[src/rtl/mpyacc_multi_stage_pkg.sv]
// Shared definitions for the multiply-accumulate macrocell family:
// accumulate-mode encoding and the parameter legality check.
package mpyacc_multi_stage_pkg;

    typedef enum logic {
        MPYACC_LOAD = 1'b0,
        MPYACC_ADD  = 1'b1
    } acc_mode_e;

    function automatic bit mpyacc_cfg_ok(
        input int numstage,
        input int inwidth0,
        input int inwidth1,
        input int accwidth,
        input int outwidth,
        input int outlsb
    );
        return (numstage >= 3)
            && (accwidth >= inwidth0 + inwidth1)
            && (outwidth >= 1)
            && (outwidth + outlsb <= accwidth);
    endfunction

endpackage

[src/rtl/mpyacc_multi_stage_delay_line.sv]
// Enable-gated shift register with an async-reset, flushable valid lane.
// Data lanes carry no reset; a data word is only consumed alongside its valid bit.
module mpyacc_multi_stage_delay_line
    import mpyacc_multi_stage_pkg::*;
#(
    parameter int width = 8,
    parameter int depth = 1
) (
    input  logic             clk,
    input  logic             reset,
    input  logic             flush,
    input  logic             enable,
    input  logic             vin,
    input  logic [width-1:0] din,
    output logic             vout,
    output logic [width-1:0] dout
);

    logic [width-1:0] data_q [depth];
    logic [width-1:0] data_d [depth];
    logic [depth-1:0] vld_q;
    logic [depth-1:0] vld_d;

    always_comb begin
        data_d = data_q;
        vld_d  = vld_q;
        if (enable) begin
            data_d[0] = din;
            vld_d[0]  = vin;
            for (int i = 1; i < depth; i++) begin
                data_d[i] = data_q[i-1];
                vld_d[i]  = vld_q[i-1];
            end
        end
        if (flush) begin
            vld_d = '0;
        end
    end

    always_ff @(posedge clk or posedge reset) begin
        if (reset) begin
            vld_q <= '0;
        end else begin
            vld_q <= vld_d;
        end
    end

    always_ff @(posedge clk) begin
        data_q <= data_d;
    end

    assign vout = vld_q[depth-1];
    assign dout = data_q[depth-1];

endmodule

[src/rtl/mpyacc_multi_stage.sv]
// Pipelined multiply-accumulate: input regs, product pipe, accumulator, output slice.
// Define MPYACC_SATURATE_EN to clamp o0 to its range and report o0_ovf.
module mpyacc_multi_stage
    import mpyacc_multi_stage_pkg::*;
#(
    parameter int inwidth0  = 4,
    parameter int inwidth1  = 4,
    parameter int accwidth  = 16,
    parameter int outwidth  = 8,
    parameter int outlsb    = 0,
    parameter int numstage  = 3,
    parameter bit signed_op = 1'b0
) (
    input  logic                clk,
    input  logic                reset,
    input  logic                flush,
    input  logic                enable,
    input  logic                pred,
    input  logic                acc_add,
    input  logic [inwidth0-1:0] i0,
    input  logic [inwidth1-1:0] i1,
    output logic                o0_enable,
    output logic [outwidth-1:0] o0,
    output logic                o0_ovf
);

    localparam int PW    = inwidth0 + inwidth1;
    localparam int DEPTH = numstage - 2;
    localparam int DW    = accwidth + 1;

    if (!mpyacc_cfg_ok(numstage, inwidth0, inwidth1,
                       accwidth, outwidth, outlsb)) begin : g_cfg_err
        $error("mpyacc_multi_stage: illegal parameter set");
    end

    logic [inwidth0-1:0] i0_q, i0_d;
    logic [inwidth1-1:0] i1_q, i1_d;
    logic                add_q, add_d;
    logic                vld1_q, vld1_d;

    always_comb begin
        i0_d   = enable ? i0 : i0_q;
        i1_d   = enable ? i1 : i1_q;
        add_d  = enable ? acc_add : add_q;
        vld1_d = enable ? pred : vld1_q;
        if (flush) begin
            vld1_d = 1'b0;
        end
    end

    always_ff @(posedge clk) begin
        i0_q  <= i0_d;
        i1_q  <= i1_d;
        add_q <= add_d;
    end

    always_ff @(posedge clk or posedge reset) begin
        if (reset) begin
            vld1_q <= 1'b0;
        end else begin
            vld1_q <= vld1_d;
        end
    end

    logic [accwidth-1:0] prod_ext;

    if (signed_op) begin : g_mul_signed
        logic signed [PW-1:0] prod_s;
        assign prod_s   = PW'($signed(i0_q)) * PW'($signed(i1_q));
        assign prod_ext = accwidth'(prod_s);
    end else begin : g_mul_unsigned
        logic [PW-1:0] prod_u;
        assign prod_u   = PW'(i0_q) * PW'(i1_q);
        assign prod_ext = accwidth'(prod_u);
    end

    logic          pv;
    logic [DW-1:0] pd;

    mpyacc_multi_stage_delay_line #(
        .width (DW),
        .depth (DEPTH)
    ) u_prod_pipe (
        .clk    (clk),
        .reset  (reset),
        .flush  (flush),
        .enable (enable),
        .vin    (vld1_q),
        .din    ({add_q, prod_ext}),
        .vout   (pv),
        .dout   (pd)
    );

    logic [accwidth-1:0] acc_q, acc_d;
    logic                o0_enable_q, o0_enable_d;
    logic [accwidth-1:0] pprod;
    acc_mode_e           pmode;

    assign pprod = pd[accwidth-1:0];
    assign pmode = acc_mode_e'(pd[accwidth]);

    // The accumulator is a single stage, so back-to-back adds see the prior sum.
    always_comb begin
        acc_d       = acc_q;
        o0_enable_d = o0_enable_q;
        if (flush) begin
            acc_d       = '0;
            o0_enable_d = 1'b0;
        end else if (enable) begin
            o0_enable_d = pv;
            if (pv) begin
                acc_d = (pmode == MPYACC_ADD) ? acc_q + pprod : pprod;
            end
        end
    end

    always_ff @(posedge clk or posedge reset) begin
        if (reset) begin
            acc_q       <= '0;
            o0_enable_q <= 1'b0;
        end else begin
            acc_q       <= acc_d;
            o0_enable_q <= o0_enable_d;
        end
    end

    assign o0_enable = o0_enable_q;

`ifdef MPYACC_SATURATE_EN
    localparam logic [accwidth-1:0] SMAX =
        (accwidth'(1) << (outwidth - 1)) - accwidth'(1);
    localparam logic [accwidth-1:0] SMIN = ~SMAX;

    logic [accwidth-1:0] sh;

    always_comb begin
        o0_ovf = 1'b0;
        if (signed_op) begin
            sh = accwidth'($signed(acc_q) >>> outlsb);
            o0 = sh[outwidth-1:0];
            if ($signed(sh) > $signed(SMAX)) begin
                o0     = SMAX[outwidth-1:0];
                o0_ovf = 1'b1;
            end else if ($signed(sh) < $signed(SMIN)) begin
                o0     = SMIN[outwidth-1:0];
                o0_ovf = 1'b1;
            end
        end else begin
            sh = acc_q >> outlsb;
            o0 = sh[outwidth-1:0];
            if (|(sh >> outwidth)) begin
                o0     = '1;
                o0_ovf = 1'b1;
            end
        end
    end
`else
    logic acc_unused;

    assign acc_unused = ^acc_q;
    assign o0         = acc_q[outwidth+outlsb-1:outlsb];
    assign o0_ovf     = 1'b0;
`endif

endmodule

[config.mk]
export PLATFORM = sky130hd
export DESIGN_NAME = mpyacc_multi_stage
export DESIGN_NICKNAME = d
export VERILOG_FILES = /design/src/rtl/mpyacc_multi_stage_pkg.sv /design/src/rtl/mpyacc_multi_stage_delay_line.sv /design/src/rtl/mpyacc_multi_stage.sv
export SDC_FILE = /design/constraint.sdc
export NUM_CORES = 1
export LEC_CHECK = 0
export BUFFER_PORTS_ARGS = -buffer_cell sky130_fd_sc_hd__buf_2
export CAP_MARGIN = 40
export CORE_MARGIN = 2
export CORE_UTILIZATION = 40
export DETAILED_ROUTE_END_ITERATION = 10
export SETUP_SLACK_MARGIN = 0.5
export SYNTH_ARGS = -nofsm -noshare
export SYNTH_HDL_FRONTEND = slang
export SYNTH_SLANG_ARGS = --single-unit
[constraint.sdc]
create_clock -name clk -period 3.5 [get_ports clk]
set_input_delay 0.525 -clock clk [delete_from_list [all_inputs] [get_ports clk]]
set_output_delay 0.525 -clock clk [all_outputs]
set_load 0.03 [all_outputs]
==> results of run 1 <==
[cells in the mapped netlist]
cell	n
inv_1	14
buf_2	3
nor2_1	5
and3b_1	1
nand3_1	3
a21o_2	1
a21o_1	2
o21ai_0	7
ha_1	19
o21a_1	2
or3_1	1
fa_1	5
o21bai_1	1
o2111a_1	2
and2_1	10
clkinv_1	1
nor3_1	4
mux2i_1	6
nor4_1	1
a22o_1	1
nand4b_1	1
xor2_1	1
a211oi_1	2
a32oi_1	3
o31a_1	1
dfrtp_1	11
nand3b_1	2
buf_4	1
edfxtp_1	18
o31ai_1	1
and2b_2	1
conb_1	1
nand2_1	15
xnor2_1	5
a21oi_1	9
nor2b_4	1
[kinds of logic after synthesis]
family	Yosys count	synth area share
multiplexers	6	0.0333
AO/OA/AOI/OAI	32	0.119
buffers and inverters	19	0.0437
adder cells (fa/ha/maj)	24	0.187
XOR/XNOR	6	0.0291
other	1	0.00208
AND/OR/NAND/NOR	45	0.133
flip-flops	29	0.452
[routing by layer]
metal,global-route usage,vias up,routed length [microns]
met3,0.0556,9,168
met5,0,-,0
met2,0.258,34,1650
li1,-,625,-
met1,0.155,599,1340
met4,0.0650,0,74
[area by class of cell]
cell class | count | share of cell area
Clock buffer | 6 | 0.0356
Clock inverter | 2 | 0.00491
Inverter | 15 | 0.0276
Multi-Input combinational cell | 114 | 0.446
Sequential cell | 29 | 0.400
Tap cell | 52 | 0.0319
Timing Repair Buffer | 22 | 0.0540
[cell usage in the layout, fill, tap and decap left out, drive strengths merged, types with 2 or more instances in the layout]
master | netlist | layout
clkinv | 1 | 3
nand3b | 2 | 2
a211oi | 2 | 2
a21o | 3 | 3
o21ai | 7 | 7
mux2i | 6 | 6
dfrtp | 11 | 11
a32oi | 3 | 3
buf | 4 | 22
nand2 | 15 | 15
clkbuf | 0 | 6
fa | 5 | 5
nand3 | 3 | 3
a21oi | 9 | 9
nor2 | 5 | 5
ha | 19 | 19
o21a | 2 | 2
o2111a | 2 | 2
nor3 | 4 | 4
and2 | 10 | 10
xnor2 | 5 | 5
inv | 14 | 14
edfxtp | 18 | 18
[state kept, by name (all words and copies together) (netlist names)]
name,flops
vld1_q,1
i0_q,4
o0_enable,1
u_prod_pipe.vout,1
add_q,1
i1_q,4
acc_q,8
u_prod_pipe.dout,9
[stage by stage]
| step | util | hold slack (ns) |
|---|---|---|
| 6_report | 0.468 | 0.238 |
| 5_1_grt | 0.468 | 0.269 |
| 4_1_cts | 0.468 | 0.248 |
| 3_5_place_dp | 0.449 | 0.410 |
| 3_3_place_gp | 0.449 | 0.406 |
| 2_1_floorplan | - | 0.377 |
[worst max-delay path, stage by stage, from the launching register on]
cell      delay (ns)
edfxtp_1        0.38
nand2_1         0.09
fa_1            0.53
inv_1           0.05
fa_1            0.50
ha_1            0.31
a21o_1          0.15
a21oi_1         0.24
o21bai_1        0.09
a21oi_1         0.18
xnor2_1         0.08
[how the worst max path moves through the flow]
stage | to | slack [ns] | cells after the start | from
finish | u_prod_pipe.dout[7] | 0.66 | 10 | i1_q[3]
global route | u_prod_pipe.dout[7] | 0.51 | 10 | i1_q[2]
CTS | u_prod_pipe.dout[7] | 0.65 | 10 | i1_q[3]
detailed placement | u_prod_pipe.dout[7] | 0.66 | 10 | i1_q[3]
global placement | u_prod_pipe.dout[7] | 0.75 | 10 | i1_q[3]
floorplan | u_prod_pipe.dout[7] | 0.82 | 10 | i1_q[3]
[power by group through the flow]
stage	clock, mW	sequential [mW]	combinational (mW)
floorplan	0	0.427	0.139
global placement	0	0.430	0.172
detailed placement	0	0.433	0.178
CTS	0.277	0.426	0.181
global route	0.295	0.430	0.206
finish	0.266	0.427	0.178
==> flow_summary.toml, run 1 <==
[outcome]
status = "finished clean"

[synth]
ys_warn_count = 0
synth_area_per_cell_sq_um = 11.1
syn_area_sq_um = 1800
synth_cell_types = 36
synth_cells = 162
ys_seq_elements = 29
yosysTopAreaCellShare = 0.300
yosysSeqAreaShare = 0.452
yosys-top-cells-area = "edfxtp_1 (30%), dfrtp_1 (15%), ha_1 (13%)"
synth_fp_nets = 200
synth_area_leader_cell = "edfxtp_1"

[timing]
worstMarginPinSlew_ns = 0.724
hold_viol_final = 0
relSlewSlack = 0.517
fin_crit_ns = 2.84
worst_slack_ns = 0.661
finalSetupTns_ns = 0
setup_viol = 0
rsz0062_at_grt = "false"
post-route-period-util = 0.811
fin_skew_ns = 0.00341
fmax_mhz = 352
final_max_slew_viol_count = 0

[clock_tree]
post-cts-setup-buffers = 0
clock_latency_ns = 0.28
htreeDepth = 2
clk_pin_slew_ns = 0.06
cts_tree = "done"
cts_buffer_depth = 2
cts.sinks = 29
hold_buffers = 0
cts-buffers-inserted = 5
cts-root-buf = "clkbuf_8"
cts_resized = 0

[die]
die_h_microns = 71.2
die_w_microns = 71.2
start_util = 0.414
die-area_sq_um = 5060
rows = 24
pin_count = 24
coreArea_sq_um = 4350

[power_and_ir_drop]
internal_power_mw = 0.622
cellPowerDensity_nw_per_um2 = 427
p_total_mw = 0.871
p_switching_mw = 0.248
p_leak_nw = 0.998
seq_power_share = 0.490
sw_frac_of_total = 0.285
combPwrFrac = 0.205
clockPowerShare = 0.305
ir_drop_mv = 0.230

[grt]
antenna_found_initial = 0
grt_pass1_vias = 1261
grt_use_total = 0.147
grt_pass1_wl_microns = 5570
grt-ovfl-total = 0
grt_max_degree = 25

[setup_path]
worstSetupEndpointType = "flop"
worst_r2r_path_depth = 10
cp-start-kind = "flop"
r2r-start = "i1_q[3]"
rr_endpoint = "u_prod_pipe.dout[7]"
crit_type = "flop to flop"
crit_arrival_ns = 2.88
crit_required_ns = 3.54
worst-path-max-fanout = 4
r2r_slack_ns = 0.66

[job]
maxCapViolCount = 0

[detailed_routing]
routed_wl_microns = 3230
drc = 0
vias = 1267
drt_iter0_drc = 29
post_drt_via_cell_ratio = 5.28
drt_pass1_iterations = 4
drtAntennaViolNets = 0
wl_per_cell_microns = 13.5

[finish]
fillers = 405
antenna_cells = 0
post_route_cells_drive_above_1_share = 0.170
final_area_sq_um = 2040
seq_area_sq_um = 816
area_growth_pct = 13.0
multi_input_area_sq_um = 910
finalNonFillerCells = 240
nets = 225

[placed_design]
dp_slack_ns = 0.655
gp_congestion = 0.817
dpl_cell_area_sq_um = 1960
dp_cells = 232
portBuffers = 22
dp_hpwl_microns = 2470

[worst_hold_path]
hold_path.class = "input pin to async pin"
Power figures use the tool's default switching activity.
==> run 2: changes to the inputs <==
ABC_AREA = 1   (was unset)
clock period = 2.58 ns   (was 3.5 ns; I/O delays follow)
==> run 2 against run 1 <==
Wire length grew 2.9%. Utilization grew 2.0 points. Clock skew is essentially flat. Final cell count grew 23%. Clock power grew 46%. Design area grew 6.4%. Die area grew 3.5%. Critical path depth shrank 2. Via count grew 9.4%. Largest cell class unchanged.
==> flow_summary.toml, run 2 <==
[timing]
fin_skew_ns = 0.00326
fmax_mhz = 412
worstMarginPinSlew_ns = 0.529
holdWs_ns = 0.110
setup_viol = 0
post-route-period-util = 0.941
finalSetupTns_ns = 0
final_max_slew_viol_count = 0
fin_crit_ns = 2.43
relSlewSlack = 0.647
rsz0062_at_grt = "true"
hold_viol_final = 0

[synth]
ys_seq_elements = 29
synth_top_family_by_area = "simple AND/OR/NAND/NOR gates"
synth-edff-count = 18
synth_area_leader_cell = "edfxtp_1"
synth_area_per_cell_sq_um = 8.83
synthArstFlopShare = 0.379
synth.most_common_cell = "nand2_1"
synth_adder_area_share = 0.180
synth-compound-area-share = 0.0535
synthXorXnorAreaFrac = 0.0234
synthSimpleGateAreaFrac = 0.215
synth_cells = 212
ys_warn_count = 0
synth_ff_type = "edfxtp_1"
synthMuxAreaShare = 0
yosys-top-cells-area = "edfxtp_1 (29%), dfrtp_1 (15%), ha_1 (13%)"
syn_area_sq_um = 1870
yosysSeqAreaShare = 0.436
yosysTopAreaCellShare = 0.289
synth_cell_types = 28
synth_common_cells = "nand2_1 (56), inv_1 (39), ha_1 (19)"
synth_fp_nets = 250

[die]
rows = 24
die-area_sq_um = 5240
die_w_microns = 72.4
die_h_microns = 72.4
pin_count = 24
start_util = 0.421
coreArea_sq_um = 4440

[setup_path]
worstSetupEndpointType = "flop"
slowest_stage = "fa_2"
critPathMostFrequentCell = "fa_2"
crit_required_ns = 2.62
crit_arrival_ns = 2.46
crit_path_max_incr_delay_ns = 0.54
critical-path-top-delay-family = "adder cells"
crit_type = "flop to flop"
critPathBufInv = 2
worst-path-max-fanout = 4
cp-start-kind = "flop"
crit_path_cell_trace = "nand2_2, fa_1, inv_1, fa_2, inv_2, fa_2, o21ai_2, xor2_1"

[clock_tree]
cts-buffers-inserted = 5
cts.sinks = 29
cts-root-buf = "clkbuf_8"
cts_tree = "done"
clk_pin_slew_ns = 0.06
cts_buffer_depth = 2
htreeDepth = 2
hold_buffers = 0
clock_latency_ns = 0.28

[detailed_routing]
drt_pass1_iterations = 5
wl_per_cell_microns = 11.2
drc = 0
drt_iter0_drc = 66
post_drt_via_cell_ratio = 4.68
routed_wl_microns = 3330
drtAntennaViolNets = 0
vias = 1386

[placed_design]
dp_hpwl_microns = 2520
dp_cells = 285
gp_congestion = 0.898
dpl_cell_area_sq_um = 2050
portBuffers = 22

[finish]
antenna_cells = 0
area_growth_pct = 16.0
nets = 281
largest_reg_flops = 9
final_util = 0.488
final_area_sq_um = 2170
layout_common_cells = "nand2_1 (55), inv_1 (38), buf_2 (22), ha_1 (18), edfxtp_1 (18)"
finalNonFillerCells = 296
post_route_cells_drive_above_1_share = 0.184
layout_commonest_cell = "nand2_1"

[worst_hold_path]
hold_path.class = "input pin to async pin"

[power_and_ir_drop]
ir_drop_mv = 0.392
cellPowerDensity_nw_per_um2 = 582
p_leak_nw = 1.21

[grt]
grt_pass1_wl_microns = 5920
grt-ovfl-total = 0
antenna_found_initial = 0
grt_max_degree = 16
grt_pass1_vias = 1353
grt_use_total = 0.147

[job]
maxCapViolCount = 0

[outcome]
status = "finished clean"
[run 2: final timing paths]
check	to	from	cells after the start	slack [ns]
worst min-delay path	acc_q[6]	reset	2	0.11
max in group asynchronous	acc_q[3]	reset	2	2.14
worst max register to register	u_prod_pipe.dout[6]	i0_q[2]	8	0.15
min in group clk	i1_q[3]	i1[3]	1	0.28
worst max-delay path	u_prod_pipe.dout[6]	i0_q[2]	8	0.15
worst min register to register	u_prod_pipe.dout[16]	add_q	0	0.43
[run 2: cell families (layout without fill, tap and decap cells)]
kind of cell,Yosys count,after routing
compound gates,18,18
flops,29,29
fa+ha+maj,24,24
other cells,1,1
xor+xnor,5,5
buf+inv,41,73
simple gates,94,94
[run 2: what timing repair did]
action	in CTS	in global routing
pin swaps	0	1
setup buffers	3	0
endpoints found under the setup margin	5	5
resized for setup	0	1
[run 2: stage by stage]
| step | setup WS [ns] | power [mW] |
|---|---|---|
| 2_1_floorplan | 0.209 | 0.811 |
| 3_3_place_gp | 0.166 | 0.873 |
| 3_5_place_dp | 0.140 | 0.880 |
| 4_1_cts | 0.135 | 1.28 |
| 5_1_grt | 0.0442 | 1.35 |
| 6_report | 0.153 | 1.26 |
[run 2: cell type report]
class                      count  area [sq um]
timing repair buffer          26           140
sequential                    29           816
multi-input combinational    142           912
fill                         429          2270
clock buffer                   6          82.6
clock inverter                 2          8.76
tap                           52          65.1
inverter                      39           146
[run 2: worst reg2reg max path, delay by kind of cell (launching register included)]
kind / cells / cell delay [ns]
AOI/OAI and AO/OA: 1 / 0.13
buffers and inverters: 2 / 0.09
DFF: 1 / 0.40
adders and majority gates: 3 / 1.42
xor gates and xnor gates: 1 / 0.07
and+or+nand+nor: 1 / 0.07
[run 2: where the power goes]
group | leakage [nW] | switching [mW] | internal (mW)
clock network | 0.0486 | 0.178 | 0.211
registers | 0.331 | 0.0314 | 0.548
logic | 0.827 | 0.164 | 0.131
total | 1.21 | 0.373 | 0.890
[run 2: per-layer routing]
metal	wire [microns]	track usage	vias to the layer above
met1	1520	0.172	620
met2	1640	0.253	27
met4	65	0.0679	0
li1	-	-	733
met3	104	0.0375	6
met5	0	0	-
==> run 3: changes to the inputs <==
CAP_MARGIN = 20   (was 40)
SKIP_LAST_GASP = 1   (was unset)
SYNTH_HIERARCHICAL = 1   (was unset)
==> run 3 against run 2 <==
Die area grew 0.44%. Critical endpoint is now u_prod_pipe/dout[6]. Highest routed layer unchanged. Final cell count grew 3.7%. Clock skew grew 0.0031 ns. Power grew 12%. Utilization grew 2.8 points. Global-route usage grew 0.22 points. Wire length grew 3.3%.
==> flow_summary.toml, run 3 <==
[placed_design]
gp_congestion = 0.860
dp_hpwl_microns = 2460
portBuffers = 22

[synth]
synth_fp_nets = 255
syn_area_sq_um = 1880
synth_area_per_cell_sq_um = 8.67
ys_warn_count = 6
synth_cells = 217

[clock_tree]
clock_latency_ns = 0.28
cts.sinks = 29
cts_tree = "done"
htreeDepth = 2
clk_pin_slew_ns = 0.06
cts-root-buf = "clkbuf_8"
cts-buffers-inserted = 5
cts_buffer_depth = 2

[power_and_ir_drop]
clockPowerShare = 0.345
seq_power_share = 0.409
ir_drop_mv = 0.273
combPwrFrac = 0.246
internal_power_mw = 1.03
p_switching_mw = 0.387
sw_frac_of_total = 0.274
p_leak_nw = 1.27
cellPowerDensity_nw_per_um2 = 615

[detailed_routing]
post_drt_via_cell_ratio = 4.72
met2WireLength_microns = 1620
drt_iter0_drc = 58
routed_wl_microns = 3440
drt_pass1_iterations = 2
wl_per_cell_microns = 11.2
wl_met3_microns = 144
vias = 1448
wl_met1_microns = 1550
drc = 0
drtAntennaViolNets = 0
dr.max_layer_used = "met4"

[finish]
layout_commonest_cell = "nand2_1"
area_growth_pct = 22.2
largest_reg_flops = 9
final_util = 0.517
nets = 292
antenna_cells = 0
post_route_cells_drive_above_1_share = 0.216
layout_common_cells = "nand2_1 (56), inv_1 (41), buf_2 (22), nor2_1 (18), edfxtp_1 (18)"

[timing]
fmax_mhz = 401
fin_skew_ns = 0.00639
setup_viol = 0
final_max_slew_viol_count = 0
fin_crit_ns = 2.49
holdWs_ns = 0.285
worstMarginPinSlew_ns = 0.509
rsz0062_at_grt = "true"
post-route-period-util = 0.966
finalSetupTns_ns = 0
relSlewSlack = 0.660
hold_viol_final = 0

[die]
rows = 24
die_h_microns = 72.6
pin_count = 24
die-area_sq_um = 5270
coreArea_sq_um = 4440
die_w_microns = 72.6
start_util = 0.423

[grt]
grt_pass1_wl_microns = 6020
grt_max_degree = 16
antenna_found_initial = 0
grt_use_total = 0.149
grt-ovfl-total = 0
grt_pass1_vias = 1443

[outcome]
status = "finished clean"

[setup_path]
crit_required_ns = 2.61
cp-start-kind = "flop"
crit_type = "flop to flop"
worst-path-max-fanout = 2
crit_arrival_ns = 2.52
worstSetupEndpointType = "flop"

[job]
maxCapViolCount = 0

[worst_hold_path]
hold_path.class = "input pin to flop"
[run 3: repair_timing]
action                                 4_1_cts  5_1_grt
hold buffers                                 1        0
pin swaps                                    0        2
endpoints found under the hold margin        1        0
setup buffers                                3        3
gates resized for setup                      1        9
setup endpoints to repair                    5        5
[run 3: power by group through the flow]
stage / registers [mW] / logic [mW] / clock network (mW)
after floorplan: 0.582 / 0.223 / 0
after global placement: 0.585 / 0.284 / 0
after detailed placement: 0.587 / 0.288 / 0
after CTS: 0.577 / 0.304 / 0.502
after global routing: 0.584 / 0.397 / 0.519
final: 0.578 / 0.348 / 0.487
[run 3: cell type report]
class / count / area, sq um
clock buffer: 7 / 86.3
clock inverter: 1 / 30.0
fill: 406 / 2150
inverter: 42 / 158
multi-input combinational: 144 / 955
sequential: 29 / 816
tap: 52 / 65.1
timing repair buffer: 32 / 188
[run 3: per-layer routing]
layer / track usage / vias to the layer above
li1: - / 757
met1: 0.172 / 644
met2: 0.251 / 32
met3: 0.0389 / 15
met4: 0.0823 / 0
met5: 0 / -
[run 3: worst max-delay path: stages, from the launching register on]
cell	delay (ns)
edfxtp_1	0.37
nand2_2	0.07
fa_1	0.55
inv_2	0.04
fa_1	0.50
inv_1	0.06
fa_2	0.35
o21ai_2	0.13
a21oi_2	0.07
xnor2_1	0.12
[run 3: per-stage QoR]
step | area (sq um) | std cells | power, mW | setup WS [ns]
2_1_floorplan | 1900 | 217 | 0.805 | 0.129
3_3_place_gp | 2070 | 292 | 0.869 | 0.0655
3_5_place_dp | 2070 | 292 | 0.875 | 0.0249
4_1_cts | 2230 | 304 | 1.38 | 0.0681
5_1_grt | 2300 | 307 | 1.50 | -0.00189
6_report | 2300 | 307 | 1.41 | 0.0867
[run 3: path summary, 6_finish.rpt]
check                             start  slack [ns]  cells past startpoint                   end
worst max-delay path            i0_q[0]        0.09                      9   u_prod_pipe/dout[6]
worst min-delay path              i1[3]        0.29                      1               i1_q[3]
worst max register to register  i0_q[0]        0.09                      9   u_prod_pipe/dout[6]
worst min register to register    add_q        0.41                      0  u_prod_pipe/dout[16]
max in group asynchronous         reset        1.63                      3              acc_q[6]
min in group asynchronous         reset        0.49                      3      u_prod_pipe/vout
